File: src/rtl/program_loader_if.sv
// Boot-loader bus: byte-stream handshake in, program-memory write port and CPU control out.
interface program_loader_if #(
    parameter int unsigned COUNT_WIDTH = 10
);
    logic                   LoadStart;
    logic [COUNT_WIDTH-1:0] WordCount;
    logic                   ByteValid;
    logic [7:0]             ByteData;
    logic                   ByteReady;
    logic                   ProgWrite;
    logic [31:0]            ProgAddress;
    logic [31:0]            ProgData;
    logic                   CpuReset;
    logic                   Busy;
    logic                   Done;
    logic                   Error;

    modport slave (
        input  LoadStart, WordCount, ByteValid, ByteData,
        output ByteReady, ProgWrite, ProgAddress, ProgData, CpuReset, Busy, Done, Error
    );

    modport master (
        output LoadStart, WordCount, ByteValid, ByteData,
        input  ByteReady, ProgWrite, ProgAddress, ProgData, CpuReset, Busy, Done, Error
    );
endinterface

File: src/rtl/program_loader.sv
// Assembles a big-endian byte stream into 32-bit words, writes them to program
// memory at consecutive word addresses and releases the CPU once all are written.
module program_loader #(
    parameter int unsigned MEMORY_DEPTH = 512,
    parameter int unsigned COUNT_WIDTH  = 10
) (
    input  logic            clk,
    input  logic            reset,
    program_loader_if.slave bus
);
    localparam logic [COUNT_WIDTH-1:0] MAX_COUNT = COUNT_WIDTH'(MEMORY_DEPTH);

    typedef enum logic [2:0] {
        S_IDLE,
        S_LOAD,
        S_WRITE,
        S_RUN,
        S_ERROR
    } state_e;

    state_e                 state_q, state_d;
    logic [COUNT_WIDTH-1:0] count_q, count_d;
    logic [COUNT_WIDTH-1:0] word_q, word_d;
    logic [1:0]             idx_q, idx_d;
    logic [23:0]            asm_q, asm_d;
    logic [31:0]            data_q, data_d;
    logic [31:0]            addr_q, addr_d;
    logic                   byte_ready_q, byte_ready_d;
    logic                   prog_write_q, prog_write_d;
    logic                   cpu_reset_q, cpu_reset_d;
    logic                   busy_q, busy_d;
    logic                   done_q, done_d;
    logic                   error_q, error_d;
    logic                   count_legal;

    assign count_legal = (bus.WordCount != '0) && (bus.WordCount <= MAX_COUNT);

    // Next state, datapath and output decode; outputs follow the next state so they are registered.
    always_comb begin
        state_d = state_q;
        count_d = count_q;
        word_d  = word_q;
        idx_d   = idx_q;
        asm_d   = asm_q;
        data_d  = data_q;
        addr_d  = addr_q;

        unique case (state_q)
            S_IDLE, S_RUN, S_ERROR: begin
                if (bus.LoadStart) begin
                    if (count_legal) begin
                        count_d = bus.WordCount;
                        word_d  = '0;
                        idx_d   = '0;
                        state_d = S_LOAD;
                    end else begin
                        state_d = S_ERROR;
                    end
                end
            end
            S_LOAD: begin
                if (bus.ByteValid && byte_ready_q) begin
                    idx_d = idx_q + 2'd1;
                    if (idx_q == 2'd3) begin
                        data_d  = {asm_q, bus.ByteData};
                        addr_d  = 32'({word_q, 2'b00});
                        state_d = S_WRITE;
                    end else begin
                        asm_d = {asm_q[15:0], bus.ByteData};
                    end
                end
            end
            S_WRITE: begin
                word_d  = word_q + COUNT_WIDTH'(1);
                state_d = (word_d == count_q) ? S_RUN : S_LOAD;
            end
            default: state_d = S_IDLE;
        endcase

        byte_ready_d = (state_d == S_LOAD);
        prog_write_d = (state_d == S_WRITE);
        cpu_reset_d  = (state_d != S_RUN);
        busy_d       = (state_d == S_LOAD) || (state_d == S_WRITE);
        done_d       = (state_d == S_RUN);
        error_d      = (state_d == S_ERROR);
    end

    always_ff @(posedge clk or posedge reset) begin
        if (reset) begin
            state_q      <= S_IDLE;
            count_q      <= '0;
            word_q       <= '0;
            idx_q        <= '0;
            asm_q        <= '0;
            data_q       <= '0;
            addr_q       <= '0;
            byte_ready_q <= 1'b0;
            prog_write_q <= 1'b0;
            cpu_reset_q  <= 1'b1;
            busy_q       <= 1'b0;
            done_q       <= 1'b0;
            error_q      <= 1'b0;
        end else begin
            state_q      <= state_d;
            count_q      <= count_d;
            word_q       <= word_d;
            idx_q        <= idx_d;
            asm_q        <= asm_d;
            data_q       <= data_d;
            addr_q       <= addr_d;
            byte_ready_q <= byte_ready_d;
            prog_write_q <= prog_write_d;
            cpu_reset_q  <= cpu_reset_d;
            busy_q       <= busy_d;
            done_q       <= done_d;
            error_q      <= error_d;
        end
    end

    assign bus.ByteReady   = byte_ready_q;
    assign bus.ProgWrite   = prog_write_q;
    assign bus.ProgAddress = addr_q;
    assign bus.ProgData    = data_q;
    assign bus.CpuReset    = cpu_reset_q;
    assign bus.Busy        = busy_q;
    assign bus.Done        = done_q;
    assign bus.Error       = error_q;
endmodule

File: src/flat_wrapper.sv
// flat-port wrapper written by rule: the top's interface ports become plain ports
module program_loader_flat 
#(
    parameter int unsigned MEMORY_DEPTH = 512,
    parameter int unsigned COUNT_WIDTH  = 10
)
  (clk, reset, bus_LoadStart, bus_WordCount, bus_ByteValid, bus_ByteData, bus_ByteReady, bus_ProgWrite, bus_ProgAddress, bus_ProgData, bus_CpuReset, bus_Busy, bus_Done, bus_Error);
  program_loader_if #(.COUNT_WIDTH(COUNT_WIDTH)) bus_i ();
  input  logic clk;
  input  logic reset;
  input wire logic [$bits(bus_i.LoadStart)-1:0] bus_LoadStart;
  input wire logic [$bits(bus_i.WordCount)-1:0] bus_WordCount;
  input wire logic [$bits(bus_i.ByteValid)-1:0] bus_ByteValid;
  input wire logic [$bits(bus_i.ByteData)-1:0] bus_ByteData;
  output wire logic [$bits(bus_i.ByteReady)-1:0] bus_ByteReady;
  output wire logic [$bits(bus_i.ProgWrite)-1:0] bus_ProgWrite;
  output wire logic [$bits(bus_i.ProgAddress)-1:0] bus_ProgAddress;
  output wire logic [$bits(bus_i.ProgData)-1:0] bus_ProgData;
  output wire logic [$bits(bus_i.CpuReset)-1:0] bus_CpuReset;
  output wire logic [$bits(bus_i.Busy)-1:0] bus_Busy;
  output wire logic [$bits(bus_i.Done)-1:0] bus_Done;
  output wire logic [$bits(bus_i.Error)-1:0] bus_Error;
  assign bus_i.LoadStart = bus_LoadStart;
  assign bus_i.WordCount = bus_WordCount;
  assign bus_i.ByteValid = bus_ByteValid;
  assign bus_i.ByteData = bus_ByteData;
  assign bus_ByteReady = bus_i.ByteReady;
  assign bus_ProgWrite = bus_i.ProgWrite;
  assign bus_ProgAddress = bus_i.ProgAddress;
  assign bus_ProgData = bus_i.ProgData;
  assign bus_CpuReset = bus_i.CpuReset;
  assign bus_Busy = bus_i.Busy;
  assign bus_Done = bus_i.Done;
  assign bus_Error = bus_i.Error;
  program_loader #(.MEMORY_DEPTH(MEMORY_DEPTH), .COUNT_WIDTH(COUNT_WIDTH)) u_core (.clk(clk), .reset(reset), .bus(bus_i));
endmodule
File: config.mk
export PLATFORM = sky130hd
export DESIGN_NAME = program_loader_flat
export DESIGN_NICKNAME = d
export VERILOG_FILES = /design/src/rtl/program_loader_if.sv /design/src/rtl/program_loader.sv /design/src/flat_wrapper.sv
export SDC_FILE = /design/constraint.sdc
export NUM_CORES = 1
export LEC_CHECK = 0
export ABC_AREA = 1
export CORE_UTILIZATION = 55
export DETAILED_ROUTE_END_ITERATION = 10
export PLACE_DENSITY = 0.85
export SETUP_SLACK_MARGIN = 0.2
export SLEW_MARGIN = 0
export SYNTH_ARGS = -nofsm -noshare
export SYNTH_HDL_FRONTEND = slang
export SYNTH_SLANG_ARGS = --single-unit
export TNS_END_PERCENT = 20
File: constraint.sdc
create_clock -name clk -period 7.51 [get_ports clk]
set_clock_uncertainty 0.1 [all_clocks]
set_input_delay 1.1265 -clock clk [delete_from_list [all_inputs] [get_ports clk]]
set_output_delay 1.1265 -clock clk [all_outputs]
set_load 0.1 [all_outputs]
=== Yosys cells after proc, flatten, opt, wreduce, memory -nomap -nowiden ===
Cells that the tools add are included.

* Word-level logic and storage cells: 57
* Input bits: 22
* Flip-flop bits (word level): 97
* Output and inout bits: 70

* Bitwise logic cells: 1
* Reduce and logical (&&, ||, !) cells: 13
* $add $sub $neg: 2
* Equal/unequal tests: 14
* $lt $le $gt $ge: 1
* Mux-type cells: 13

{| class="wikitable"
|+ Operators with widths
! cell !! count
|-
| 2-to-1 mux 10 bit || 2
|-
| one-hot mux 10 bit (2 select lines) || 1
|-
| equality test 3 x 2 -> 1 bit (second input constant) || 4
|-
| 2-to-1 mux 3 bit || 4
|-
| AND reduction 3 bit || 4
|-
| adder 10 x 1 -> 10 bit (second input constant) || 1
|-
| equality test 10 bit || 1
|-
| less-or-equal comparator 10 bit (second input constant) || 1
|-
| nonzero test 10 bit || 1
|-
| one-hot mux 3 bit (3 select lines) || 1
|-
| 2-to-1 mux 2 bit || 4
|-
| equality test 3 x 1 -> 1 bit (second input constant) || 2
|-
| equality test 3 bit (second input constant) || 2
|-
| inequality test 2 x 1 -> 1 bit (second input constant) || 2
|-
| one-hot mux 2 bit (2 select lines) || 1
|-
| AND reduction 4 bit || 1
|-
| nonzero test 2 bit || 2
|-
| zero test 3 bit || 1
|-
| inequality test 3 x 2 -> 1 bit (second input constant) || 1
|-
| OR reduction 3 bit || 1
|-
| adder 2 x 1 -> 2 bit (second input constant) || 1
|-
| equality test 2 bit (second input constant) || 1
|-
| logical AND 1 bit || 2
|-
| inequality test 2 bit (second input constant) || 1
|-
| other kinds (2) || 2
|}

=== Longest topological paths before layout ===
Gate-level depths: netlist of the first run.

* Depth after elaboration: 7
* Gate-level depth with buffers: 15
* Mapped depth without buffers: 15

=== Worst setup path after synthesis of the first run ===
No wires, ideal clock.

* Path kind: in2reg
* Start: in bus_WordCount[5]
* End: reg u_core.count_q[0]
* Data required time: 7.284 ns
* Data arrival time: 2.048 ns
* Buffers on the path: 1
* Stages on the path: 8
* Library setup time: 0.126 ns
* Setup slack: 5.236 ns
* Path through: nor2_1 > nand3_1 > nor2_2 > xor2_2 > nand3_4 > inv_2 > buf_6 > o21ai_0

* Cells in the longest elaborated chain, start to end: 3
* Elaborated cells between the ends (all ways): 4
* Classes of those cells: order compare (1); reduce/logical (3)

{| class="wikitable"
|+ RTL lines
! element !! RTL line !! RTL
|-
| from (decl) || flat_wrapper.sv:12 || <nowiki>input wire logic [$bits(bus_i.WordCount)-1:0] bus_WordCount;</nowiki>
|-
| less-or-equal comparator 10 bit or nonzero test 10 bit (tied branches) || program_loader.sv:36 || <nowiki>assign count_legal = (bus.WordCount != '0) && (bus.WordCount <= MAX_COUNT);</nowiki>
|-
| logical AND 1 bit * || program_loader.sv:36 ||
|-
| AND reduction 3 bit (no line) * || n/a ||
|-
| to (signal assigned) || program_loader.sv:105 || <nowiki>count_q <= count_d;</nowiki>
|-
| to (decl) || program_loader.sv:22 || <nowiki>logic [COUNT_WIDTH-1:0] count_q, count_d;</nowiki>
|}

Every way passes the cells marked *; elsewhere a longest branch is shown, timed or not.
A chain may end at the register's enable or synchronous reset.

=== Final worst setup path of the first run ===
* Start: reg u_core.cpu_reset_q (netlist: u_core.bus.CpuReset)
* End: out bus_CpuReset

{| class="wikitable"
|+ RTL lines
! element !! RTL line !! RTL
|-
| from (decl) || program_loader.sv:30 || <nowiki>logic cpu_reset_q, cpu_reset_d;</nowiki>
|-
| from (signal assigned) || program_loader.sv:113 || <nowiki>cpu_reset_q <= cpu_reset_d;</nowiki>
|-
| to (decl) || flat_wrapper.sv:19 || <nowiki>output wire logic [$bits(bus_i.CpuReset)-1:0] bus_CpuReset;</nowiki>
|}

No word-level cell between the ends.

==> flow_metrics.tcl, run 1 <==
set metrics [dict create \
    globalplace.congestion 0.8667 \
    cp.arrival_ns 2.01 \
    grtUsageMet3 0.03030 \
    fin_tns_setup_ns 0 \
    async_flop_share 1.000 \
    avgSynthCellArea_um2 8.733 \
    cts_tree "yes" \
    relSlewSlack 0.2278 \
    slowest_stage "clkdlybuf4s50_1" \
    final-seq-area_mm2 0.002429 \
    cts_max_level 3 \
    fmax_mhz 309.0 \
    crit_path_max_fanout 1 \
    postSynthCellCount 492 \
    status "finished, final reports clean" \
    grt_pass1_vias 3063 \
    tightestPinTransition_ns 1.158 \
    core_mm2 0.007408 \
    endpoint_kind "output port" \
    crit_family "buffers and inverters" \
    grt_antenna_before_repair 0 \
    dr.pass1.iters 4 \
    die_area_mm2 0.008169 \
    n_antenna_cell 0 \
    multiInputGateArea_mm2 0.001468 \
    synth.distinct_cells 30 \
    grt_pass1_wl_mm 14.41 \
    critPathBufInv 1 \
    viasPerCell 4.931 \
    yosysSeqAreaShare 0.5652 \
    power.leakage_nw 2.499 \
    cts_sinks 97 \
    layout_common_cells "nand2_1, dfrtp_1, clkdlybuf4s50_1" \
    worstPathRequired_ns 6.28 \
    synth-edff-count 0 \
    initial_core_util 0.5800 \
    die_y_um 90.39 \
    use_met1 0.3147 \
    path_cells "clkdlybuf4s50_1" \
    timing.final.crit_share 0.4309 \
    placed_cells 647 \
    fin_cells 663 \
    drtIter0Drc 233 \
    vias 3269 \
    wirelength_mm 8.203 \
    fp.dieW_um 90.39 \
    ys_warn_count 0 \
    drcViolationCount 0 \
    path_clk_slew_ns 0.11 \
    irDropWorstVdd_v 0.0001592 \
    hpwlAfterDp_mm 5.805 \
    io_buffers 69 \
    gr-usage-met2 0.3486 \
    post-route-min-period_ns 3.236 \
    placementRows 31 \
    syn_to_final_growth_pct 20.36 \
    fillCellCount 581 \
    cts_resized 0 \
    cts_buffers 9 \
    slew_viol_final 0 \
    io_pins 92 \
    hold_class "reg -> reg" \
    final_common_cell "nand2_1" \
    wl_per_cell_um 12.37 \
    finalSetupViolCount 0 \
    ant_nets 0 \
    synth_area_mm2 0.004297 \
    rsz0062_at_grt "no" \
    fin_nets 583 \
    overflow 0 \
    root_buffer "clkbuf_8" \
    holdBufCountCts 0 \
    max_cap_violations 0 \
    ys_seq_elements 97 \
    drive_gt1_frac 0.09220 \
    ys.flop_type "dfrtp_1" \
    start_kind "register" \
    postCtsSetupBuffers 0 \
    p_per_area_mw_per_mm2 298.7 \
    hold_viol_final 0 \
    grtUsageTotal 0.2203 \
    grt.busiest_layer "met2" \
    clkLatencyLatePin_ns 0.35 \
    grt_max_degree 98 \
    cpPeakStageDelay_ns 1.12 \
    cts_buffer_depth 2 \
    critPathKind "reg -> out" \
]
## routing by layer
layer	vias to the layer above	wire length (um)
met1	1541	3743
met4	0	130
met3	9	363
li1	1632	-
met2	87	3966
met5	-	0
## metrics by stage
step                      cell area [um2]  power [mW]  setup WS [ns]  hold slack [ns]    util
after floorplan                      4375       1.121          3.751           0.3422       -
after global routing                 5171       1.639          4.207           0.4106  0.6980
final                                5171       1.545          4.274           0.3861  0.6980
after global placement               4976       1.210          4.197           0.3538  0.6717
after detailed placement             4976       1.228          4.102           0.3638  0.6717
after CTS                            5171       1.557          4.254           0.3895  0.6980
## worst paths after layout
kind / from / end / slack [ns] / depth (start not counted)
worst min register to register: u_core.asm_q[17]$_DFFE_PP0P_ / u_core.bus.ProgData[25]$_DFFE_PP0P_ / 0.39 / 2
worst max-delay path: u_core.bus.CpuReset$_DFF_PP1_ / bus_CpuReset / 4.27 / 1
worst max register to register: u_core.idx_q[0]$_DFFE_PP0P_ / u_core.bus.Done$_DFF_PP0_ / 5.07 / 10
worst min-delay path: u_core.asm_q[17]$_DFFE_PP0P_ / u_core.bus.ProgData[25]$_DFFE_PP0P_ / 0.39 / 2
min in group asynchronous: reset / u_core.bus.ProgData[2]$_DFFE_PP0P_ / 1.30 / 2
max in group asynchronous: reset / u_core.asm_q[11]$_DFFE_PP0P_ / 5.25 / 2
## area by class of cell
class | count | area share
well taps | 99 | 0.02395
clock inverters | 6 | 0.01113
clock buffers | 10 | 0.02662
flip-flops and latches | 97 | 0.4696
repair buffers | 71 | 0.1365
inverters | 66 | 0.04839
multi-input cells | 314 | 0.2838
## cells in the mapped netlist (all sizes together) (2+ instances only)
master / n / share of area
nand2: 156 / 0.14
dfrtp: 96 / 0.56
o21ai: 75 / 0.088
inv: 63 / 0.055
buf: 30 / 0.049
nand3: 22 / 0.033
nor2: 22 / 0.029
o22ai: 7 / 0.010
clkbuf: 6 / 0.0052
a21oi: 3 / 0.0035
clkinv: 3 / 0.0026
ha: 2 / 0.0058
## cells by family (layout without fill, tap and decap cells)
group | Yosys count | in the layout | share of synthesized area
and+or+nand+nor | 203 | 203 | 0.2085
xor gates and xnor gates | 1 | 1 | 0.003787
AOI/OAI and AO/OA | 86 | 86 | 0.1037
DFF | 97 | 97 | 0.5652
adders and majority gates | 2 | 2 | 0.005823
buffers and inverters | 102 | 153 | 0.1121
other | 1 | 22 | 0.0008728
## power breakdown
group	leakage (nW)	switching, mW	internal [mW]
combinational	1.09	0.384	0.133
clock	0.101	0.191	0.138
sequential	1.30	0.0647	0.634
total	2.50	0.640	0.905
## flip-flops by register name (all words and copies together) (netlist names), 2 cells and up
| name | cells |
|---|---|
| u_core.bus.ProgData | 32 |
| u_core.asm_q | 24 |
| u_core.bus.ProgAddress | 10 |
| u_core.count_q | 10 |
| u_core.word_q | 10 |
| u_core.state_q | 3 |
| u_core.idx_q | 2 |
Power figures use the tool's default switching activity.
==> run 2, diff against run 1 <==
--- a/config.mk
+++ b/config.mk
@@ -6,9 +6,9 @@
 export NUM_CORES = 1
 export LEC_CHECK = 0
 export ABC_AREA = 1
-export CORE_UTILIZATION = 55
+export CORE_UTILIZATION = 51
 export DETAILED_ROUTE_END_ITERATION = 10
-export PLACE_DENSITY = 0.85
+export PLACE_DENSITY = 0.8
 export SETUP_SLACK_MARGIN = 0.2
 export SLEW_MARGIN = 0
 export SYNTH_ARGS = -nofsm -noshare
==> constraint.sdc (replaced) <==
create_clock -name clk -period 3.3 [get_ports clk]
set_clock_uncertainty 0.1 [all_clocks]
set_input_delay 0.495 -clock clk [delete_from_list [all_inputs] [get_ports clk]]
set_output_delay 0.495 -clock clk [all_outputs]
set_load 0.1 [all_outputs]
==> run 2 against run 1 <==
Compared with the run above:
- register-to-register slack lost 3.7 ns
- clock power grew 130%
- via count shrank 1.8%
- largest power group unchanged
- critical path depth is the same
- critical path type unchanged
==> flow_metrics.tcl, run 2 (synthesized netlist as in run 1, its figures left out) <==
set metrics [dict create \
    status "finished, final reports clean" \
    die_area_mm2 0.008796 \
    crit_path_max_fanout 2 \
    wl_per_cell_um 11.89 \
    rsz0062_at_grt "no" \
    endpoint_kind "output port" \
    fin_hold_ws_ns 0.3790 \
    p_switching_mw 1.455 \
    finalSetupViolCount 0 \
    reg2reg_slack_ns 1.38 \
    grt.busiest_layer "met2" \
    crit_family "buffers and inverters" \
    ant_nets 0 \
    slowest_stage "clkdlybuf4s50_1" \
    p_int_mw 2.051 \
    n_antenna_cell 0 \
    gr-usage-met2 0.3175 \
    max_cap_violations 0 \
    wirelength_mm 7.978 \
    cts_tree "yes" \
    cts_max_level 3 \
    critPathBufInv 1 \
    syn_to_final_growth_pct 19.42 \
    fin_area_mm2 0.005131 \
    postCtsSetupBuffers 0 \
    tightestPinTransition_ns 0.9872 \
    p_per_area_mw_per_mm2 683.3 \
    drcViolationCount 0 \
    cp.arrival_ns 1.88 \
    largest_reg_flops 32 \
    r2r_cells 13 \
    cts_sinks 97 \
    p_clk_frac 0.211 \
    fmax_mhz 404.4 \
    path_clk_slew_ns 0.10 \
    irDropWorstVdd_v 0.0003707 \
    hold_viol_final 0 \
    holdBufCountCts 0 \
    post-route-min-period_ns 2.473 \
    die_y_um 93.79 \
    io_buffers 69 \
    critPathKind "reg -> out" \
    vias 3211 \
    fillCellCount 698 \
    path_cells "clkdlybuf4s50_1" \
    cts_buffer_depth 2 \
    worstPathRequired_ns 2.70 \
    drive_gt1_frac 0.1484 \
    seq_power_share 0.454 \
    cpPeakStageDelay_ns 1.14 \
    layout_common_cells "nand2_1, dfrtp_1, inv_1" \
    grt_pass1_vias 2986 \
    timing.final.crit_share 0.7493 \
    start_kind "register" \
    hold_class "reg -> reg" \
    cts_resized 0 \
    pwr-share-comb 0.335 \
    grtUsageMet3 0.04207 \
    grt_max_degree 78 \
    grt_antenna_before_repair 0 \
    r2r_start "u_core.word_q[0]$_DFFE_PP0P_" \
    root_buffer "clkbuf_8" \
    final_common_cell "nand2_1" \
    relSlewSlack 0.3398 \
    power.leakage_nw 2.562 \
    multiInputGateArea_mm2 0.001468 \
    clkLatencyLatePin_ns 0.36 \
    worstReg2RegEnd "u_core.bus.Busy$_DFF_PP0_" \
    io_pins 92 \
    globalplace.congestion 0.8459 \
    fp.dieW_um 93.79 \
    switching_share 0.4149 \
    grt_pass1_wl_mm 13.34 \
    core_mm2 0.008175 \
    hpwlAfterDp_mm 5.729 \
    fin_tns_setup_ns 0 \
    viasPerCell 4.785 \
    cts_buffers 9 \
    path_depth 1 \
    placementRows 33 \
    startpoint "u_core.bus.ProgData[18]$_DFFE_PP0P_" \
    place_area_mm2 0.004937 \
    final-seq-area_mm2 0.002429 \
    worstSetupEndpoint "bus_ProgData[18]" \
    grtUsageTotal 0.1958 \
    overflow 0 \
    use_met1 0.2604 \
    initial_core_util 0.5256 \
    drtIter0Drc 192 \
    slew_viol_final 0 \
    fin_nets 585 \
    dr.pass1.iters 4 \
]
[run 2: changes by cell type in the layout (fill, tap and decap cells not counted)]
cell | before | now
buf_4 | 2 | 33
clkinvlp_4 | 0 | 2
inv_4 | 1 | 0
clkinv_4 | 2 | 1
buf_12 | 0 | 1
clkdlybuf4s50_1 | 69 | 39
[run 2: routing by layer]
layer / vias to the layer above / part of all wire
met2: 81 / 0.47
li1: 1637 / -
met4: 0 / 0.011
met5: - / 0
met3: 8 / 0.049
met1: 1485 / 0.47
[run 2: worst min-delay path by stage]
stage | startpoint | depth (start not counted) | to
6_report | u_core.asm_q[20]$_DFFE_PP0P_ | 2 | u_core.bus.ProgData[28]$_DFFE_PP0P_
5_1_grt | u_core.asm_q[21]$_DFFE_PP0P_ | 2 | u_core.bus.ProgData[29]$_DFFE_PP0P_
4_1_cts | u_core.asm_q[21]$_DFFE_PP0P_ | 2 | u_core.bus.ProgData[29]$_DFFE_PP0P_
3_5_place_dp | u_core.asm_q[17]$_DFFE_PP0P_ | 2 | u_core.bus.ProgData[25]$_DFFE_PP0P_
3_3_place_gp | u_core.asm_q[18]$_DFFE_PP0P_ | 2 | u_core.bus.ProgData[26]$_DFFE_PP0P_
2_1_floorplan | u_core.asm_q[16]$_DFFE_PP0P_ | 2 | u_core.bus.ProgData[24]$_DFFE_PP0P_
[run 2: power groups by stage]
| stage | Sequential [mW] | Combinational [mW] | Clock [mW] |
|---|---|---|---|
| 2_1_floorplan | 1.95 | 0.603 | 0 |
| 3_3_place_gp | 1.60 | 1.16 | 0 |
| 3_5_place_dp | 1.62 | 1.18 | 0 |
| 4_1_cts | 1.59 | 1.19 | 0.766 |
| 5_1_grt | 1.62 | 1.29 | 0.808 |
| 6_report | 1.59 | 1.17 | 0.741 |
[run 2: final cells by class]
cell class                      count  share of cell area
Tap cell                          105             0.02560
Sequential cell                    97              0.4733
Inverter                           66             0.04901
Clock inverter                      6             0.01097
Timing Repair Buffer               73              0.1283
Multi-Input combinational cell    314              0.2860
Clock buffer                       10             0.02682
[run 2: metrics by stage]
step	power, mW	instances	setup WS [ns]	utilization
2_1_floorplan	2.551	513	1.267	-
5_1_grt	3.725	671	0.7712	0.6276
3_3_place_gp	2.763	655	1.104	0.6039
4_1_cts	3.544	671	0.8116	0.6276
6_report	3.506	671	0.8274	0.6276
3_5_place_dp	2.799	655	1.062	0.6039
==> RTL change 1: new RTL, flow settings as in run 2 <==
Make the reset (`reset`) synchronous in one clocked block.
--- a/src/rtl/program_loader.sv
+++ b/src/rtl/program_loader.sv
@@ -85,7 +85,7 @@
         error_d      = (state_d == S_ERROR);
     end
 
-    always_ff @(posedge clk or posedge reset) begin
+    always_ff @(posedge clk) begin
         if (reset) begin
             state_q      <= S_IDLE;
             count_q      <= '0;
Behaviour: differs if reset is asserted again (counterexample within 4 cycles, from zero or initial values and one cycle with reset high); with reset held inactive, the same outputs for 4 cycles.
==> RTL change 1 against run 2 <==
Count of clock-buffer cells in the layout down 1; wire length rose by 12%; via count rose by 14%; final area shrank 5.7%; synthesized area down 5.4%; critical endpoint is now bus_ProgData[17]; critical path depth did not move; worst setup slack better by 9.1 ps; sequential cell count unchanged.
Power is not compared: it rests on default switching activity, and its combinational part moved more than twofold at a synthesized area within 25%.
==> RTL change 1: results (changes against run 2) <==
status complete, no violations (unchanged); delay-heaviest family, CP buffers and inverters (unchanged); Multi-Input Combinational 386 (was 314); worst hold start u_core.count_q[7] (was u_core.asm_q[20]); Clock Buffer Count 9 (was 10); sequential share of the synthesized area 47.8% (was 56.5%); WHS Endpoint u_core.count_q[7] (was u_core.bus.ProgData[28]); Worst setup endpoint bus_ProgData[17] (was bus_ProgData[18]); clk sinks 97 (unchanged); multi-input combinational area share 36.4% (was 28.6%); CP startpoint u_core.bus.ProgData[17] (was u_core.bus.ProgData[18]); Reg power frac approximately 55%; met2 Usage GRT 38.0% (was 31.8%); Worst Tran Pin Value 977 ps (was 987 ps); largest net degree at the start of global routing 61 (was 78); Total GRT Usage 22.5% (was 19.6%); DR vias/cell 5.08 (was 4.79); routed wl met2 4.33 mm (was 3.74 mm); DRT Pass-1 Iters 5 (was 4); wire length per cell 12.5 µm (was 11.9 µm); met3 Use GR 3.43% (was 4.21%); Signal buffers 75 (was 73); ClkCell Share 3.70% (was 3.78%); gpl congestion 0.871 (was 0.846); # nets final 635 (was 585); maximum VDD drop ~0.00026 V; Synth Flop Type dfxtp_1 (was dfrtp_1); met1 usage 26.7% (was 26.0%); Met3 Wirelength 424 µm (was 393 µm); FF/Latch Area 1940 µm² (was 2430 µm²); top cells by area, synth dfxtp_1 (48%), nor2_1 (12%), o21ai_0 (9.1%), nand2_1 (5.9%), buf_4 (4.4%) (was dfrtp_1 (56%), nand2_1 (13%), inv_1 (4.9%), o21ai_1 (4.9%), buf_4 (3.8%)); synth cell count leaders nor2_1 (132), dfxtp_1 (97), o21ai_0 (74) (was nand2_1 (149), dfrtp_1 (96), inv_1 (56)); wire length of the first global-routing pass 15.1 mm (was 13.3 mm); RR Startpoint u_core.state_q[0] (was u_core.word_q[0]); buffer share of cell area 13.9% (was 12.8%); Clock transition at path regs approximately 90 ps; hold_ws 367 ps (was 379 ps); layout cells sized above 1 12.2% (was 14.8%); number of inserted diodes 0 (unchanged); dpl hpwl 6.10 mm (was 5.73 mm); vias in the first global route 3471 (was 2986); R2R cell count 8 (was 13); Post-synth ARST share 0% (was 100%); Gate power share between 10% and 20%; Reg2Reg Setup Slack 1310 ps (was 1380 ps); 1st-iter DRT viols 142 (was 192); M1 WL 3.91 mm (was 3.76 mm)
RTL change 1: kinds of logic (layout without fill, tap and decap cells):
kind of cell / Yosys count / after routing / synth area share, %
AOI/OAI and AO/OA: 116 / 116 / 14.6
xor gates and xnor gates: 2 / 2 / 0.769
adders and majority gates: 2 / 2 / 0.615
buffers and inverters: 90 / 133 / 10.8
DFF: 97 / 97 / 47.8
other: 1 / 22 / 0.0922
and+or+nand+nor: 244 / 244 / 25.4
RTL change 1: per-stage QoR:
| step | setup slack, ps | power, mW | area [µm²] | cells |
|---|---|---|---|---|
| after floorplan | 1180 | 1.45 | 4150 | 573 |
| after global placement | 949 | 1.48 | 4660 | 702 |
| after detailed placement | 889 | 1.49 | 4660 | 702 |
| after CTS | 832 | 2.18 | 4840 | 718 |
| after global routing | 808 | 2.26 | 4840 | 718 |
| final | 837 | 2.17 | 4840 | 718 |
==> RTL change 2: new RTL, flow settings as in run 2 <==
Made on the original files. `COUNT_WIDTH` is set to 10 in 3 places; all go to 20.
--- a/src/rtl/program_loader_if.sv
+++ b/src/rtl/program_loader_if.sv
@@ -1,6 +1,6 @@
 // Boot-loader bus: byte-stream handshake in, program-memory write port and CPU control out.
 interface program_loader_if #(
-    parameter int unsigned COUNT_WIDTH = 10
+    parameter int unsigned COUNT_WIDTH = 20
 );
     logic                   LoadStart;
     logic [COUNT_WIDTH-1:0] WordCount;
--- a/src/rtl/program_loader.sv
+++ b/src/rtl/program_loader.sv
@@ -2,7 +2,7 @@
 // memory at consecutive word addresses and releases the CPU once all are written.
 module program_loader #(
     parameter int unsigned MEMORY_DEPTH = 512,
-    parameter int unsigned COUNT_WIDTH  = 10
+    parameter int unsigned COUNT_WIDTH  = 20
 ) (
     input  logic            clk,
     input  logic            reset,
--- a/src/flat_wrapper.sv
+++ b/src/flat_wrapper.sv
@@ -2,7 +2,7 @@
 module program_loader_flat 
 #(
     parameter int unsigned MEMORY_DEPTH = 512,
-    parameter int unsigned COUNT_WIDTH  = 10
+    parameter int unsigned COUNT_WIDTH  = 20
 )
   (clk, reset, bus_LoadStart, bus_WordCount, bus_ByteValid, bus_ByteData, bus_ByteReady, bus_ProgWrite, bus_ProgAddress, bus_ProgData, bus_CpuReset, bus_Busy, bus_Done, bus_Error);
   program_loader_if #(.COUNT_WIDTH(COUNT_WIDTH)) bus_i ();
Interface: changed (resized bus_WordCount); port bits go from 92 to 102. The function was not compared with the original's and may differ.
==> RTL change 2 against run 2 <==
Sequential cell count rose by 30; worst setup slack got worse by 50 ps; non-clock buffer count rose by 23; final area rose by 42%; fmax fell by 2.0%; synthesized area rose by 34%; final cell count rose by 40%; count of clock-buffer cells in the layout rose by 8; total power rose by 11%; wire length rose by 73%; largest power group is now the clock network.
==> RTL change 2: results (changes against run 2) <==
Critical Path AT 1930 ps (was 1880 ps); Met3 Wirelength 774 µm (was 393 µm); Non-Filler Instances 937 (was 671); Synth Area in Compound Gates 9.52% (was 10.4%); 1st-iter DRT viols 343 (was 192); Total Wirelength 13.8 mm (was 7.98 mm); Pint 2.84 mW (was 2.05 mW); routed wl met2 6.98 mm (was 3.74 mm); vias in the first global route 4823 (was 2986); Reg2Reg Setup Slack 900 ps (was 1380 ps); Clock transition at path regs 60 ps (was 100 ps); via count 4969 (was 3211); dpl hpwl 9.46 mm (was 5.73 mm); Clk Latency, worst-skew pair 420 ps (was 360 ps); M1 WL 5.75 mm (was 3.76 mm); Synth Area in Adders 0.434% (was 0.582%); Netlist cell types 40 (was 30); maximum VDD drop 0.000384 V (was 0.000371 V); Total GRT Usage 25.9% (was 19.6%); largest net degree at the start of global routing 77 (was 78); Port Buf Inserts 89 (was 69); sequential share of the synthesized area 55.1% (was 56.5%); slew margin rel. 34.2% (was 34.0%); # nets final 818 (was 585); layout filler cell count 875 (was 698); gpl congestion 0.863 (was 0.846); syn avg cell area 8.35 µm² (was 8.73 µm²); synth cell count leaders nand2_1 (211), dfrtp_1 (126), o21ai_0 (82) (was nand2_1 (149), dfrtp_1 (96), inv_1 (56)); Hold WC Path Type in -> async (was reg -> reg); status complete, no violations (unchanged); TritonCTS buffer count 17 (was 9); number of instances in the placed design 905 (was 655); layout cells sized above 1 14.3% (was 14.8%); LEAKAGE 3.69 nW (was 2.56 nW)
-- RTL change 2: cell count changes in the layout (fill, tap and decap cells not counted), moves of 9 or more --
cell                    run 2  this run
nor2_1                     14        32
o21ai_1                    42         5
buf_4                      33        45
nand2_1                   148       210
conb_1                     22        12
clkdlybuf4s50_1            39        49
dfrtp_1                    96       126
o21ai_0                    32        82
inv_1                      55        79
clkbuf_8                   10         1
clkbuf_16                   0        17
nand3_1                    17        47
-- RTL change 2: logic make-up (layout without fill, tap and decap cells) --
| group | count (synthesis) | after routing |
|---|---|---|
| compound gates | 105 | 105 |
| fa+ha+maj | 2 | 2 |
| flops | 127 | 127 |
| buf+inv | 120 | 215 |
| simple gates | 336 | 336 |
| other cells | 1 | 12 |
-- RTL change 2: worst max-delay path by stage --
stage                                      start                 to  slack, ps  cells after the start
after floorplan                            reset    u_core.asm_q[0]       1140                      1
after global placement          bus_WordCount[0]  u_core.count_q[0]        690                      8
after detailed placement        bus_WordCount[0]  u_core.count_q[0]        580                      8
after CTS                 u_core.bus.ProgData[8]    bus_ProgData[8]        750                      1
after global routing            u_core.word_q[0]    u_core.bus.Busy        630                     13
final                     u_core.bus.ProgData[8]    bus_ProgData[8]        780                      1
-- RTL change 2: cell type report --
type	count	share of cell area [%]
clock buffer	18	6.04
clock inverter	14	2.17
inverter	87	4.56
multi-input combinational	455	29.1
sequential	127	43.7
tap	140	2.41
timing repair buffer	96	11.9
-- RTL change 2: stage by stage --
step / utilization [%] / hold slack (ps)
global route: 66.5 / 403
detailed placement: 61.0 / 361
global placement: 61.0 / 352
finish: 66.5 / 358
floorplan: - / 342
CTS: 66.5 / 359
-- RTL change 2: power groups by stage --
stage | logic [mW] | registers (mW) | clock network [mW]
6_report | 0.397 | 1.60 | 1.88
5_1_grt | 0.440 | 1.60 | 1.98
4_1_cts | 0.395 | 1.60 | 1.90
3_5_place_dp | 0.392 | 1.63 | 0
3_3_place_gp | 0.379 | 1.63 | 0
2_1_floorplan | 0.302 | 1.62 | 0
-- RTL change 2: layer usage --
metal  vias up  track usage (%)
met4         0             10.1
met2       171             43.2
met3        26             7.66
met1      2391             31.6
met5         -                0
li1       2381                -
